**src/rtl/fifo_rd_packer.sv**
```systemverilog
// Read-domain FIFO drain: packs BYTES consecutive DW-bit entries into one word on a valid/ready stream.
// A flush request drains in-flight reads and emits any partial word tagged last.
module fifo_rd_packer #(
    parameter int DW    = 8,
    parameter int BYTES = 4,
    localparam int OW   = DW * BYTES,
    localparam int CW   = $clog2(BYTES) + 1
) (
    input  logic          rclk,
    input  logic          rrst,
    input  logic          empty,
    output logic          rinc,
    input  logic [DW-1:0] rdata,
    input  logic          flush,
    output logic [OW-1:0] out_data,
    output logic [CW-1:0] out_bytes,
    output logic          out_last,
    output logic          out_valid,
    input  logic          out_ready,
    output logic          flush_done
);

    localparam logic [1:0] RUN   = 2'd0;
    localparam logic [1:0] DRAIN = 2'd1;
    localparam logic [1:0] EMIT  = 2'd2;

    localparam logic [CW-1:0] FULL = CW'(BYTES);

    logic [1:0]    state;
    logic [CW-1:0] cnt;
    logic          rd_pend;
    logic [OW-1:0] pack;
    logic [CW:0]   inflight;
    logic          out_free;
    logic          word_xfer;

    // Reads are only issued while packed plus outstanding entries leave a free slot.
    always_comb begin
        inflight  = {1'b0, cnt} + {{CW{1'b0}}, rd_pend};
        rinc      = rrst && !empty && (state == RUN) && (inflight < {1'b0, FULL});
        out_free  = !out_valid || out_ready;
        word_xfer = (cnt == FULL) && out_free;
    end

    always_ff @(posedge rclk) begin
        if (!rrst) begin
            state      <= RUN;
            cnt        <= '0;
            rd_pend    <= 1'b0;
            pack       <= '0;
            out_data   <= '0;
            out_bytes  <= '0;
            out_last   <= 1'b0;
            out_valid  <= 1'b0;
            flush_done <= 1'b0;
        end else begin
            flush_done <= 1'b0;
            rd_pend    <= rinc;

            if (out_valid && out_ready)
                out_valid <= 1'b0;

            if (rd_pend) begin
                for (int unsigned i = 0; i < BYTES; i++) begin
                    if (cnt == CW'(i))
                        pack[i*DW +: DW] <= rdata;
                end
                cnt <= cnt + CW'(1);
            end

            if (word_xfer) begin
                out_data  <= pack;
                out_bytes <= FULL;
                out_last  <= 1'b0;
                out_valid <= 1'b1;
                cnt       <= '0;
                pack      <= '0;
            end

            case (state)
                RUN: begin
                    if (flush)
                        state <= DRAIN;
                end
                DRAIN: begin
                    if (!rd_pend && (cnt < FULL))
                        state <= EMIT;
                end
                EMIT: begin
                    if (cnt == '0) begin
                        flush_done <= 1'b1;
                        state      <= RUN;
                    end else if (out_free) begin
                        // pack is zeroed after every word, so unused upper slots read as zero
                        out_data   <= pack;
                        out_bytes  <= cnt;
                        out_last   <= 1'b1;
                        out_valid  <= 1'b1;
                        cnt        <= '0;
                        pack       <= '0;
                        flush_done <= 1'b1;
                        state      <= RUN;
                    end
                end
                default: state <= RUN;
            endcase
        end
    end

endmodule

```
**config.mk**
```make
export PLATFORM = sky130hd
export DESIGN_NAME = fifo_rd_packer
export DESIGN_NICKNAME = d
export VERILOG_FILES = /design/src/rtl/fifo_rd_packer.sv
export SDC_FILE = /design/constraint.sdc
export NUM_CORES = 1
export LEC_CHECK = 0
export CAP_MARGIN = 25
export CORE_ASPECT_RATIO = 1.75
export CORE_UTILIZATION = 35
export CTS_CLUSTER_SIZE = 40
export DETAILED_ROUTE_END_ITERATION = 6
export GPL_TIMING_DRIVEN = 0
export HOLD_SLACK_MARGIN = 0.1
export PLACE_DENSITY = 0.58
export SYNTH_ARGS = -nofsm -noshare
export SYNTH_HDL_FRONTEND = slang
export SYNTH_SLANG_ARGS = --single-unit
export TNS_END_PERCENT = 5
```
**constraint.sdc**
```tcl
create_clock -name rclk -period 1.9 [get_ports rclk]
set_input_delay 0.57 -clock rclk [delete_from_list [all_inputs] [get_ports rclk]]
set_output_delay 0.57 -clock rclk [all_outputs]
set_load 0.1 [all_outputs]
```
* Yosys cells after proc, flatten, opt, wreduce, memory -nomap -nowiden
Cells that the tools add are included.
** Storage, ports and cells
- Output and inout port bits :: 39
- Word-level logic and storage cells :: 74
- Bits in latches :: 0
- Flip-flop bits (word level) :: 76
- Memories kept :: 0
- Bits in writable memories :: 0
- Memory bits (read-only) :: 0
- Input bits :: 13
** Cells by class
- Bitwise operators :: 0
- Reductions and logical operators :: 14
- Muxes and demuxes :: 38
- Divide/modulo/power cells :: 0
- $mul :: 0
- Magnitude comparators :: 2
- Equal/unequal tests :: 9
- $add $sub $neg :: 2
- Shifts and indexed selects :: 0
** Operators by type and width (number)
- $mux 32 :: 9
- $mux 8 :: 4
- $mux 3 :: 9
- $mux 1 :: 11
- $mux 2 :: 4
- $eq 3x2->1 const B :: 2
- $logic_and 1x1->1 :: 6
- $pmux 2 s3 :: 1
- $add 3x1->4 :: 1
- $lt 4x3->1 const B :: 1
- $ne 2x2->1 const B :: 2
- $add 3x1->3 const B :: 1
- $eq 3x1->1 const B :: 1
- $eq 3x3->1 const B :: 1
- $logic_not 1->1 :: 3
- $logic_not 3->1 :: 1
- $lt 3x3->1 const B :: 1
- $ne 3x3->1 const B :: 1
- $reduce_and 3->1 :: 1
- $eq 2x1->1 const B :: 1
- $eq 2x2->1 const B :: 1
- $logic_not 2->1 :: 1
- $reduce_and 2->1 :: 1
- $logic_or 1x1->1 :: 1

* Longest topological paths before layout
- Word-level depth :: 7
- Depth in mapped cells :: 8
- Gate-level depth less buffers :: 5

* Worst setup path before layout
No wires, ideal clock.
- Kind :: input to output
- From :: in rrst
- To :: out rinc
- Setup slack :: -2.473 ns
- Arrival time :: 3.803 ns
- Cell stages on the path :: 4
- Data required time :: 1.330 ns
- Path buffers :: 1
- Cell sequence :: clkbuf_1 -> nor2b_1 -> nand2_1 -> nor4_1
** On the way
- Word-level cells in the longest chain between the ends :: 3
** RTL lines
- start, declared :: RTL line 10 : input logic rrst,
- $logic_and 1x1->1 (3 in series) :: RTL line 40 : rinc = rrst && !empty && (state == RUN) && (inflight < {1'b0, FULL});
- end, declared :: RTL line 12 : output logic rinc,
Every way passes these cells.

* Worst setup path in the final report
- From :: reg cnt[0]
- To :: out rinc
** On the way
- Word-level cells in the longest chain between the ends :: 3
** RTL lines
- start, declared :: RTL line 30 : logic [CW-1:0] cnt;
- start signal, assigned :: RTL line 68 : cnt <= cnt + CW'(1);
- $add 3x1->4 :: RTL line 39 : inflight = {1'b0, cnt} + {{CW{1'b0}}, rd_pend};
- $lt 4x3->1 :: RTL line 40
- $logic_and 1x1->1 :: RTL line 40
Every way passes these cells.

==> impl_results.md <==
- Outcome: finished with violations
- Failing checks: negative setup slack
- Final setup margin: -0.0681 ns
- Global-route wire length before repair: 11,400 um
- CP Launch Type: register
- Post-synthesis sequential area ratio: 0.490
- Core region area: 8670 um2
- Drt first pass iters: 4
- Total CTS buffers: 9
- WL final: 7180 um
- Antenna diodes: 0
- DRC Markers: 0
- Worst IR drop on VDD: 538 uV
- CP peak stage delay: 0.34 ns
- Top_reg_cell synth: dfxtp_1
- CTS tree: done
- Clk Latency, worst-skew pair: 0.33 ns
- Critical-path cell list: ha_1 -> nand2_1 -> nand2_2 -> nor4_4 -> buf_6
- Area grow syn2layout: 35.0%
- RSZ-0062 raised after global routing: yes
- Clock tree buffer depth: 2
- Share of layout cells above drive strength 1: 0.231
- Pwr dens: 989 nW/um2
- Initial antenna violation count: 0
- Final Hold Violating Endpoints: 0
- Crit Reg-Reg Startpoint: cnt[0]
- Synth top area cells: dfxtp_1 49%, mux2i_1 21%, nand2_1 8.5%
- Placed inst area: 3790 um2
- Worst hold path class: register to register
- Uppermost layer routed: met4
- Ports: 52
- Chip Height: 127 um
- Average size of a mapped cell: 9.93 um2
- Top-count cell post-synth: dfxtp_1
- Post-synth EDFFs: 0
- CP max stage cell: dfxtp_2
- Vias in the first global route: 2,334
- Post-Synthesis Cells: 313
- Largest net degree at the start of global routing: 13
- Filler cell count: 866
- Async SR Flop Fraction: 0
- Hold_buf cts: 0
- Min Clock Period, post-route: 1.97 ns
- Vias/cell: 4.76
- Normalized max-slew margin: 0.562
- Leak: 1.69 nW
- Wire length on met2: 3630 um
- Seq cells post-synth: 76
- Post-synth top area share: 0.490
- Worst Hold Path EP: out_data[26]
- CTS root buffer: clkbuf_16
- Std-Cell Rows: 45
- Die X: 73.2 um
- Critical Path RT: 1.33 ns
- Actual slew at the worst max-slew pin: 0.657 ns
- Detailed Route Iter0 Violations: 109
- Gpl congestion: 0.740
- Max Cap Violations: 0
- Design area: 4200 um2
- Hold depth: 2
- Max Fclk: 508 MHz
- Met3 WL: 205 um
- Worst-path clk slew: 0.06 ns
- WL per Instance: 14.4 um
- FF-to-FF path depth: 8
- All-Layer GR Usage: 0.166
- Buffers on Ports: 50
- Crit Path Max Fanout: 4
- Setup violations, final: 1
- Crit path DAT: 1.40 ns
- Routed Antenna Nets: 0
- Hold Crit Start: pack[26]
- Crit path kind: register to output pin
- Clk_skew: 0.00388 ns
- DR vias: 2,368
- Reg2Reg Setup Slack: 0.17 ns
- Fin nets: 395
- Synthesized Nets: 332
- Yosys top cell by area: dfxtp_1
- Post-Syn Area: 3110 um2
- DP Wirelength: 5020 um
- Crit end category: output pin
- Post-synthesis cell type count: 29
- Die ar.: 9280 um2
- Initial core utilization: 0.358
- Grt ovf: 0
- Yosys warnings: 0
- Num Clock Sinks: 76
- TNS Setup: -0.0681 ns
- Fin. max-slew vios: 0
- Hold_ws: 0.457 ns
- WL met1: 3120 um
- Post-synth top cells: 76 x dfxtp_1, 70 x nand2_1, 65 x mux2i_1, 26 x nor3_1, 12 x clkbuf_1
- Worst R2R End: pack[23]
- Final period util: 1.04
- CTS H-tree lvls: 3
registers in the layout (all words and copies together) (netlist names):
signal / cells
out_bytes: 3
state: 2
out_data: 32
pack: 32
out_last: 1
rd_pend: 1
out_valid: 1
cnt: 3
flush_done: 1
cell usage in the layout, fill, tap and decap left out, types with 5 or more instances in the layout:
| cell type | count |
|---|---|
| dfxtp_1 | 74 |
| nand2_1 | 69 |
| mux2i_1 | 65 |
| clkdlybuf4s15_2 | 37 |
| nor3_1 | 26 |
| clkbuf_1 | 12 |
| nor3_2 | 10 |
| clkdlybuf4s50_1 | 10 |
| clkbuf_16 | 9 |
| buf_4 | 6 |
| buf_2 | 6 |
| ha_1 | 5 |
what timing repair did:
action	CTS	global route
endpoints found under the setup margin	50	63
buffers inserted	0	2
pin swaps	0	1
gates resized for setup	122	4
per-stage QoR:
stage	instances	utilization	power (mW)	setup slack [ns]
finish	498	0.484	4.15	-0.0681
CTS	496	0.482	4.18	-0.176
detailed placement	480	0.437	2.28	-0.998
floorplan	313	-	2.13	-0.605
global route	498	0.484	4.29	-0.144
global placement	480	0.437	2.28	-0.989
how the worst max path moves through the flow:
stage	startpoint	endpoint	slack, ns	depth (start not counted)
after floorplan	rrst	rinc	-0.60	4
after global placement	empty	rinc	-0.99	3
after detailed placement	empty	rinc	-1.0	3
after CTS	out_data[26]	out_data[26]	-0.18	1
after global routing	cnt[0]	rinc	-0.14	5
final	cnt[0]	rinc	-0.07	5
power breakdown:
group / switching, mW / leakage [nW] / total, mW / internal [mW]
Sequential: 0.0257 / 0.614 / 1.65 / 1.63
Combinational: 0.377 / 0.910 / 0.601 / 0.224
Clock: 0.636 / 0.162 / 1.89 / 1.26
Total: 1.04 / 1.69 / 4.15 / 3.11
cell type report:
class / count / area, um2 / area share
repair buffers: 52 / 561 / 0.134
inverters: 4 / 15.0 / 0.00358
clock buffers: 13 / 270 / 0.0644
flip-flops and latches: 76 / 1520 / 0.363
plain buffers: 25 / 143 / 0.0340
well taps: 117 / 146 / 0.0349
clock inverters: 3 / 67.6 / 0.0161
multi-input cells: 208 / 1470 / 0.350
kinds of logic after synthesis:
| group | synth area share |
|---|---|
| and+or+nand+nor | 0.196 |
| DFF | 0.490 |
| muxes | 0.209 |
| buffers and inverters | 0.0467 |
| AOI/OAI and AO/OA | 0.0342 |
| adders and majority gates | 0.0242 |
layer usage:
metal  vias to the layer above  track usage
li1                       1191            -
met1                      1123        0.183
met2                        42        0.286
met3                        12       0.0294
met4                         0        0.101
met5                         -            0
critical path: cells and delay by family, from the launching register on:
kind,cells,cell delay (ns)
buf+inv,1,0.26
flops,1,0.34
simple gates,3,0.28
fa+ha+maj,1,0.19
No activity file was read; power rests on OpenSTA's default activity.
